## src/rtl/eu_writeback_queue.sv

```systemverilog
// Result write-back queue: buffers ALU results with status and destination
// address, drains them to memory in issue order over a valid/ack handshake,
// and keeps a masked flag register updated on every accepted push.
// Optional feature: define WB_ADDR_LOG_EN to keep a shift log of written addresses.
module eu_writeback_queue #(
    parameter int unsigned DATA_W    = 16,
    parameter int unsigned ADDR_W    = 20,
    parameter int unsigned STATUS_W  = 16,
    parameter int unsigned DEPTH     = 8,
    parameter logic [STATUS_W-1:0] FLAG_MASK = 16'h0FD5,
    parameter int unsigned LOG_DEPTH = 16
) (
    input  logic                        clk,
    input  logic                        reset,
    input  logic                        in_valid,
    output logic                        in_ready,
    input  logic [DATA_W-1:0]           in_result,
    input  logic [STATUS_W-1:0]         in_status,
    input  logic [ADDR_W-1:0]           in_addr,
    input  logic                        in_word,
    output logic                        mem_wr_en,
    input  logic                        mem_ack,
    output logic [ADDR_W-1:0]           mem_addr,
    output logic [DATA_W-1:0]           mem_data,
    output logic [DATA_W/8-1:0]         mem_be,
    output logic [STATUS_W-1:0]         flag_out,
    output logic [$clog2(DEPTH):0]      count,
    output logic                        ovf,
    output logic [LOG_DEPTH*ADDR_W-1:0] used_addr
);

    localparam int unsigned PtrW = $clog2(DEPTH);
    localparam int unsigned CntW = PtrW + 1;
    localparam int unsigned BeW  = DATA_W / 8;

    typedef struct packed {
        logic [ADDR_W-1:0] addr;
        logic [DATA_W-1:0] data;
        logic              word;
    } entry_t;

    typedef enum logic [0:0] {StIdle, StWrite} state_t;

    entry_t              entry_d [DEPTH];
    entry_t              entry_q [DEPTH];
    logic [PtrW-1:0]     wr_ptr_d, wr_ptr_q, rd_ptr_d, rd_ptr_q, rd_nxt;
    logic [CntW-1:0]     count_d, count_q;
    state_t              state_d, state_q;
    logic                wr_en_d, wr_en_q;
    logic [ADDR_W-1:0]   addr_d, addr_q;
    logic [DATA_W-1:0]   data_d, data_q;
    logic [BeW-1:0]      be_d, be_q;
    logic [STATUS_W-1:0] flag_d, flag_q;
    logic                ovf_d, ovf_q;
    logic                push, pop;
    entry_t              in_entry, head, next_entry;

    function automatic logic [BeW-1:0] be_of(input logic word);
        return word ? {BeW{1'b1}} : BeW'(1);
    endfunction

    assign in_ready  = (count_q < CntW'(DEPTH));
    assign push      = in_valid && in_ready;
    assign pop       = (state_q == StWrite) && mem_ack;
    assign in_entry  = {in_addr, in_result, in_word};
    assign rd_nxt    = rd_ptr_q + PtrW'(1);
    assign head      = entry_q[rd_ptr_q];
    // With one entry left, the follow-on entry can only be the one arriving this edge.
    assign next_entry = (count_q > CntW'(1)) ? entry_q[rd_nxt] : in_entry;

    // Queue storage, pointers, flags and the write-out FSM next state.
    always_comb begin
        entry_d  = entry_q;
        wr_ptr_d = wr_ptr_q;
        rd_ptr_d = rd_ptr_q;
        count_d  = count_q;
        state_d  = state_q;
        wr_en_d  = wr_en_q;
        addr_d   = addr_q;
        data_d   = data_q;
        be_d     = be_q;
        flag_d   = flag_q;
        ovf_d    = ovf_q || (in_valid && !in_ready);

        if (push) begin
            entry_d[wr_ptr_q] = in_entry;
            wr_ptr_d          = wr_ptr_q + PtrW'(1);
            flag_d            = (flag_q & ~FLAG_MASK) | (in_status & FLAG_MASK);
        end
        if (pop) begin
            rd_ptr_d = rd_nxt;
        end
        unique case ({push, pop})
            2'b10:   count_d = count_q + CntW'(1);
            2'b01:   count_d = count_q - CntW'(1);
            default: count_d = count_q;
        endcase

        unique case (state_q)
            StIdle: begin
                if (count_q != '0) begin
                    addr_d  = head.addr;
                    data_d  = head.data;
                    be_d    = be_of(head.word);
                    wr_en_d = 1'b1;
                    state_d = StWrite;
                end
            end
            StWrite: begin
                if (mem_ack) begin
                    if (count_d != '0) begin
                        addr_d = next_entry.addr;
                        data_d = next_entry.data;
                        be_d   = be_of(next_entry.word);
                    end else begin
                        wr_en_d = 1'b0;
                        state_d = StIdle;
                    end
                end
            end
            default: state_d = StIdle;
        endcase
    end

    // Control and output registers with synchronous reset.
    always_ff @(posedge clk) begin
        if (reset) begin
            wr_ptr_q <= '0;
            rd_ptr_q <= '0;
            count_q  <= '0;
            state_q  <= StIdle;
            wr_en_q  <= 1'b0;
            addr_q   <= '0;
            data_q   <= '0;
            be_q     <= '0;
            flag_q   <= '0;
            ovf_q    <= 1'b0;
        end else begin
            wr_ptr_q <= wr_ptr_d;
            rd_ptr_q <= rd_ptr_d;
            count_q  <= count_d;
            state_q  <= state_d;
            wr_en_q  <= wr_en_d;
            addr_q   <= addr_d;
            data_q   <= data_d;
            be_q     <= be_d;
            flag_q   <= flag_d;
            ovf_q    <= ovf_d;
        end
    end

    // Entry payload storage; contents are don't-care while unoccupied, so no reset.
    always_ff @(posedge clk) begin
        entry_q <= entry_d;
    end

    assign mem_wr_en = wr_en_q;
    assign mem_addr  = addr_q;
    assign mem_data  = data_q;
    assign mem_be    = be_q;
    assign flag_out  = flag_q;
    assign count     = count_q;
    assign ovf       = ovf_q;

`ifdef WB_ADDR_LOG_EN
    logic [LOG_DEPTH*ADDR_W-1:0] log_d, log_q;

    // Shift the address of each acknowledged write into slot 0.
    always_comb begin
        log_d = log_q;
        if (pop) begin
            log_d = {log_q[(LOG_DEPTH-1)*ADDR_W-1:0], addr_q};
        end
    end

    // Address log register.
    always_ff @(posedge clk) begin
        if (reset) begin
            log_q <= '0;
        end else begin
            log_q <= log_d;
        end
    end

    assign used_addr = log_q;
`else
    assign used_addr = '0;
`endif

endmodule

```

## config.mk

```make
export PLATFORM = sky130hd
export DESIGN_NAME = eu_writeback_queue
export DESIGN_NICKNAME = d
export VERILOG_FILES = /design/src/rtl/eu_writeback_queue.sv
export SDC_FILE = /design/constraint.sdc
export NUM_CORES = 1
export LEC_CHECK = 0
export BUFFER_PORTS_ARGS = -buffer_cell sky130_fd_sc_hd__buf_2
export CORE_MARGIN = 8
export CORE_UTILIZATION = 49
export DETAILED_ROUTE_END_ITERATION = 8
export GPL_TIMING_DRIVEN = 1
export HOLD_SLACK_MARGIN = 0.15
export PLACE_DENSITY = 0.77
export SLEW_MARGIN = 15
export SYNTH_ARGS = -nofsm -noshare
export SYNTH_HDL_FRONTEND = slang
export SYNTH_SLANG_ARGS = --single-unit
export TNS_END_PERCENT = 50
```

## constraint.sdc

```tcl
create_clock -name clk -period 4.5 [get_ports clk]
set_clock_uncertainty 0.05 [all_clocks]
set_input_delay 0.45 -clock clk [delete_from_list [all_inputs] [get_ports clk]]
set_output_delay 0.45 -clock clk [all_outputs]
set_load 0.05 [all_outputs]
```

==> run metrics, run 1 <==
Synth Register Bits 356; CTS clock-pin slew for the worst setup and hold paths 0.06 ns; Syn Area/Cell 13.0 µm²; max_cap viols 0; die extent in y 212 µm; synthesized instance count 1446; pre-CTS setup slack 0.981 ns; CP endpoint kind flop; PostCTS Resize Cnt 0; initial antenna violation count 7; Crit Path Max Fanout 20; maximum resistive drop on vdd 0.364 mV; part of the Yosys area used for sequential elements 53.5%; Leak 7.33 nW; Cell Chain, Critical Path dlygate4sd3_1 -> buf_2 -> nand2_1 -> ha_1 -> nor2_1 -> mux2_4 -> a22oi_4 -> o311ai_2 -> o31ai_4 -> buf_4 -> mux2i_1; clock sink count 356; Min Clock Period, post-route 3.61 ns; hold_sp in_addr[10]; clock root cell clkbuf_16; synthesis-to-finish area growth 6.86%; Reg2Reg Launch Point count[3]; routed wire length 44500 µm; All-Layer GR Usage 18.2%; PwrDens 478 mW/mm²; first-pass iteration count of the detailed router 5; number of buffers added on ports 103; Critical Path Max Stage Delay 0.75 ns; Final Setup Violations 0; largest net degree at the start of global routing 120; Hold Buf Count CTS 9; share of the synthesized area in the top cell type 47.1%; slew margin rel. 30.4%; die area 0.0450 mm²; core area 0.0383 mm²; min-delay worst type in -> reg; total I/O pin count 438; Nets 1603; Synth cell types 40; CTS tree yes; share of cells above drive strength 1 17.9%; GPL Wtd Cong 0.770; asr flop ratio synth 0%; critical path arrival 3.98 ns; total gr overflow 0; Post-synth EDFFs 296; Hold Violations, Final 0; HPWL after detailed placement 26800 µm; number of global-route vias before repair 11100; total power 9.63 mW; Crit. Startpoint in_valid; first-pass GRT wire length 64000 µm; drt wl/cell 21.3 µm; synth top area cells edfxtp_1, buf_4, mux2i_1; worst setup path class in -> reg; slowest CP cell ha_1; H-tree depth 2; ANT nets after route 0; Max Clock Freq 0.277 GHz; DR vias 11200; Worst Setup Start Kind input pin; Worst Path Required 4.88 ns; cell area after synthesis 0.0189 mm²; Die W 212 µm; run status finished clean; row count 72; setup TNS 0 ns; Starting Density 49.3%; deepest clock path buffer count 3; DRC 0; yosys warns 0; Tcrit/Tclk final 80.1%; initial drt markers 972; top_reg_cell synth edfxtp_1; CTS buffer count 35; Clock Latency Late Sink 0.52 ns; Worst Tran Pin Value 1.04 ns; RSZ-0062 raised after global routing false; Final WS setup 0.894 ns; vias per inst 5.36; post-CTS setup repair buffer count 0; max-slew violations 0; Synth area leader edfxtp_1
-- kinds of logic after synthesis --
group,after synthesis,synth area share [%]
mux,260,18.7
simple gates,217,5.56
other cells,1,0.0199
fa+ha+maj,7,0.464
compound gates,180,6.09
flops,356,53.5
buf+inv,419,15.4
xor+xnor,6,0.279
-- registers in the layout, indices dropped and copies added (netlist names) --
signal	count
count	4
entry_q	296
flag_out	9
mem_addr	20
mem_be	2
mem_data	16
mem_wr_en	1
ovf	1
rd_ptr_q	3
state_q	1
wr_ptr_q	3
-- cell type report --
| type | count | area, µm² |
|---|---|---|
| inverters | 9 | 33.8 |
| repair buffers | 140 | 858 |
| diodes | 6 | 15.0 |
| clock inverters | 22 | 359 |
| well taps | 518 | 648 |
| fillers | 3068 | 18100 |
| flip-flops and latches | 356 | 10100 |
| clock buffers | 41 | 951 |
| multi-input cells | 997 | 7200 |
-- worst paths after layout --
path                                endpoint  slack, ns  depth (start not counted)
worst min register to register     mem_be[0]       0.40                          2
worst max-delay path             mem_addr[7]       0.89                         11
worst max register to register   mem_addr[7]       0.93                         10
worst min-delay path            entry_q[249]       0.17                          1
-- synthesized netlist by cell type, drive strengths merged, types with 2 or more instances --
library cell / n
mux2i: 185
ha: 7
xnor2: 2
a22oi: 76
xor2: 4
clkbuf: 43
nor3: 7
nor2: 89
nor2b: 5
mux4: 74
o31ai: 2
a21oi: 56
a211oi: 2
nand2b: 40
buf: 367
dfxtp: 60
inv: 9
o21ai: 40
edfxtp: 296
nor4: 38
nand2: 32
-- metrics by stage --
stage | cell area [µm²] | instances | hold WS, ns | utilization (%)
after floorplan | 20100 | 1772 | 0.432 | -
after CTS | 20100 | 2082 | 0.152 | 52.6
after global placement | 18700 | 2010 | 0.389 | 48.9
final | 20200 | 2089 | 0.173 | 52.7
after global routing | 20200 | 2085 | 0.169 | 52.6
after detailed placement | 18700 | 2010 | 0.392 | 48.9
-- power breakdown --
| part | leakage (nW) | switching (mW) | internal [mW] |
|---|---|---|---|
| clock | 0.642 | 1.21 | 2.09 |
| combinational | 3.51 | 1.81 | 0.622 |
| sequential | 3.18 | 0.126 | 3.78 |
-- layout by cell type (no fill, tap or decap), types with 6 or more instances in the layout --
cell type and instances:
conb_1 327, edfxtp_1 296, mux2i_1 185, buf_2 102
nor2_1 85, a22oi_1 75, mux4_2 74, dfxtp_1 58
a21oi_1 56, nand2b_1 40, nor4_1 37, clkbuf_16 37
o21ai_0 35, nand2_1 32, buf_4 25, bufinv_16 10
dlygate4sd3_1 10, inv_1 9, ha_1 7, diode_2 6
clkinv_2 6
-- per-layer routing --
metal  up-vias  global-route usage (%)  wire (µm)
met5         -                       0         29
met4         4                    6.73       1200
met3       101                    3.79       4500
met2       602                    32.7      23000
met1      5567                    21.3      15700
li1       4919                       -          -
-- critical path, delay by kind of cell --
family          cells  cell delay, ns
compound gates      3            0.62
fa+ha+maj           1            0.75
mux                 2            0.55
buf+inv             3            1.05
simple gates        2            0.52
No activity file was read; power rests on OpenSTA's default activity.
==> run 2, diff against run 1 <==
--- a/config.mk
+++ b/config.mk
@@ -7,11 +7,11 @@
 export LEC_CHECK = 0
 export BUFFER_PORTS_ARGS = -buffer_cell sky130_fd_sc_hd__buf_2
 export CORE_MARGIN = 8
-export CORE_UTILIZATION = 49
+export CORE_UTILIZATION = 55
 export DETAILED_ROUTE_END_ITERATION = 8
 export GPL_TIMING_DRIVEN = 1
 export HOLD_SLACK_MARGIN = 0.15
-export PLACE_DENSITY = 0.77
+export PLACE_DENSITY = 0.81
 export SLEW_MARGIN = 15
 export SYNTH_ARGS = -nofsm -noshare
 export SYNTH_HDL_FRONTEND = slang
==> constraint.sdc (replaced) <==
create_clock -name clk -period 3.8 [get_ports clk]
set_clock_uncertainty 0.05 [all_clocks]
set_input_delay 0.38 -clock clk [delete_from_list [all_inputs] [get_ports clk]]
set_output_delay 0.38 -clock clk [all_outputs]
set_load 0.05 [all_outputs]
==> run 2 against run 1 <==
  * Critical path depth is 1 lower
  * Setup slack worse by 0.37 ns
  * Non-clock buffer count is 43 higher
  * Flip-flop and latch count stayed put
  * Critical endpoint is now mem_data[10]
  * Highest routed layer unchanged
  * Sequential share of layout area is 0.41 points lower
==> run metrics, run 2 (synthesized netlist as in run 1, its figures left out) <==
die area 0.0405 mm²; Reg area 0.0101 mm²; Worst Path Required 4.18 ns; synthesis-to-finish area growth 7.75%; Max Clock Freq 0.305 GHz; clock sink count 356; die extent in y 201 µm; deepest clock path buffer count 3; initial antenna violation count 3; largest net degree at the start of global routing 104; Worst Setup Start Kind flop; final core utilization 59.4%; pre-CTS setup slack 0.650 ns; core area 0.0342 mm²; clock root cell clkbuf_16; initial drt markers 1020; slew margin rel. 20.9%; final instance area 0.0203 mm²; ANT nets after route 0; All-Layer GR Usage 21.0%; DR vias 11400; CTS clock-pin slew for the worst setup and hold paths 0.06 ns; min-delay worst type in -> reg; CTS tree yes; Clock Latency Late Sink 0.52 ns; Leak 7.42 nW; CTS buffer count 35; row count 68; total I/O pin count 438; max_cap viols 0; Worst Tran Pin Value 1.19 ns; share of cells above drive strength 1 17.1%; PwrDens 536 mW/mm²; most common library cell in the layout ignoring fill and taps conb_1; Starting Density 55.2%; Tcrit/Tclk final 86.1%; setup TNS 0 ns; drt wl/cell 21.5 µm; Nets 1646; number of buffers added on ports 103; critical path arrival 3.66 ns; Final WS setup 0.526 ns; H-tree depth 2; max reg flops 296; first-pass iteration count of the detailed router 6; Die W 201 µm; CP endpoint kind flop; GPL Wtd Cong 0.756; Final Setup Violations 0; Cell Count, Final, Fillers Out 2065; DRC 0; total gr overflow 0; Min Clock Period, post-route 3.27 ns; most frequent cells in the layout conb_1, edfxtp_1, mux2i_1; Crit Path Max Fanout 31; dpl cells 1953; max-slew violations 0; number of global-route vias before repair 11700; Reg with most FFs entry_q; first-pass GRT wire length 68000 µm; RSZ-0062 raised after global routing false; run status finished clean; routed wire length 44400 µm; Filler cells 2581; Fin Hold WS 0.216 ns; vias per inst 5.54; maximum resistive drop on vdd 0.467 mV; Hold Violations, Final 0; placed instance area 0.0188 mm²; worst setup path class reg -> reg; post-CTS setup repair buffer count 0; HPWL after detailed placement 27000 µm; footprint of the multi-input gates 0.00720 mm²; total power 10.9 mW
[run 2: changes by cell type in the layout (fill, tap and decap cells not counted), sizes merged, moves of 4 or more]
cell         delta
clkinv          -4
dlygate4sd3    +37
clkbuf          +9
diode           -4
bufinv          -8
buf             +6
[run 2: power breakdown]
part / internal (mW) / switching [mW] / total [mW] / leakage [nW]
sequential: 4.47 / 0.139 / 4.61 / 3.18
combinational: 0.785 / 2.19 / 2.97 / 3.72
clock: 1.89 / 1.43 / 3.32 / 0.519
total: 7.15 / 3.75 / 10.9 / 7.42
[run 2: area by class of cell]
| class | instances | area share (%) |
|---|---|---|
| Clock inverter | 13 | 0.603 |
| Multi-Input combinational cell | 997 | 35.4 |
| Clock buffer | 50 | 4.68 |
| Antenna cell | 2 | 0.0246 |
| Tap cell | 455 | 2.80 |
| Inverter | 9 | 0.166 |
| Timing Repair Buffer | 183 | 6.64 |
| Sequential cell | 356 | 49.7 |
[run 2: final timing paths]
path	startpoint	endpoint	depth (start not counted)	slack [ns]
setup / recovery	count[3]	mem_data[10]	10	0.53
hold / removal	mem_ack	rd_ptr_q[1]	4	0.22
setup reg to reg	count[3]	mem_data[10]	10	0.53
hold reg to reg	mem_be[0]	mem_be[0]	2	0.40
[run 2: per-layer routing]
layer	vias to the layer above	global-route usage (%)	share of wire [%]
met4	2	7.83	3.0
met5	-	0	0.029
met3	109	5.71	10
met2	704	37.4	52
li1	4988	-	-
met1	5631	24.0	35
[run 2: worst max-delay path, stage by stage (launching register included)]
cell and delay, ns:
dfxtp_1 0.41, inv_1 0.15, nand2_1 0.26, ha_1 0.64, nor2_1 0.10, mux2_4 0.29
a22oi_4 0.16, o311ai_2 0.19, o31ai_4 0.35, buf_12 0.31, mux2i_1 0.24
[run 2: repair_timing]
action                     CTS  global route
gates resized for setup      0             0
hold endpoints to repair   306             0
hold buffers                47             0
setup endpoints to repair    0             0
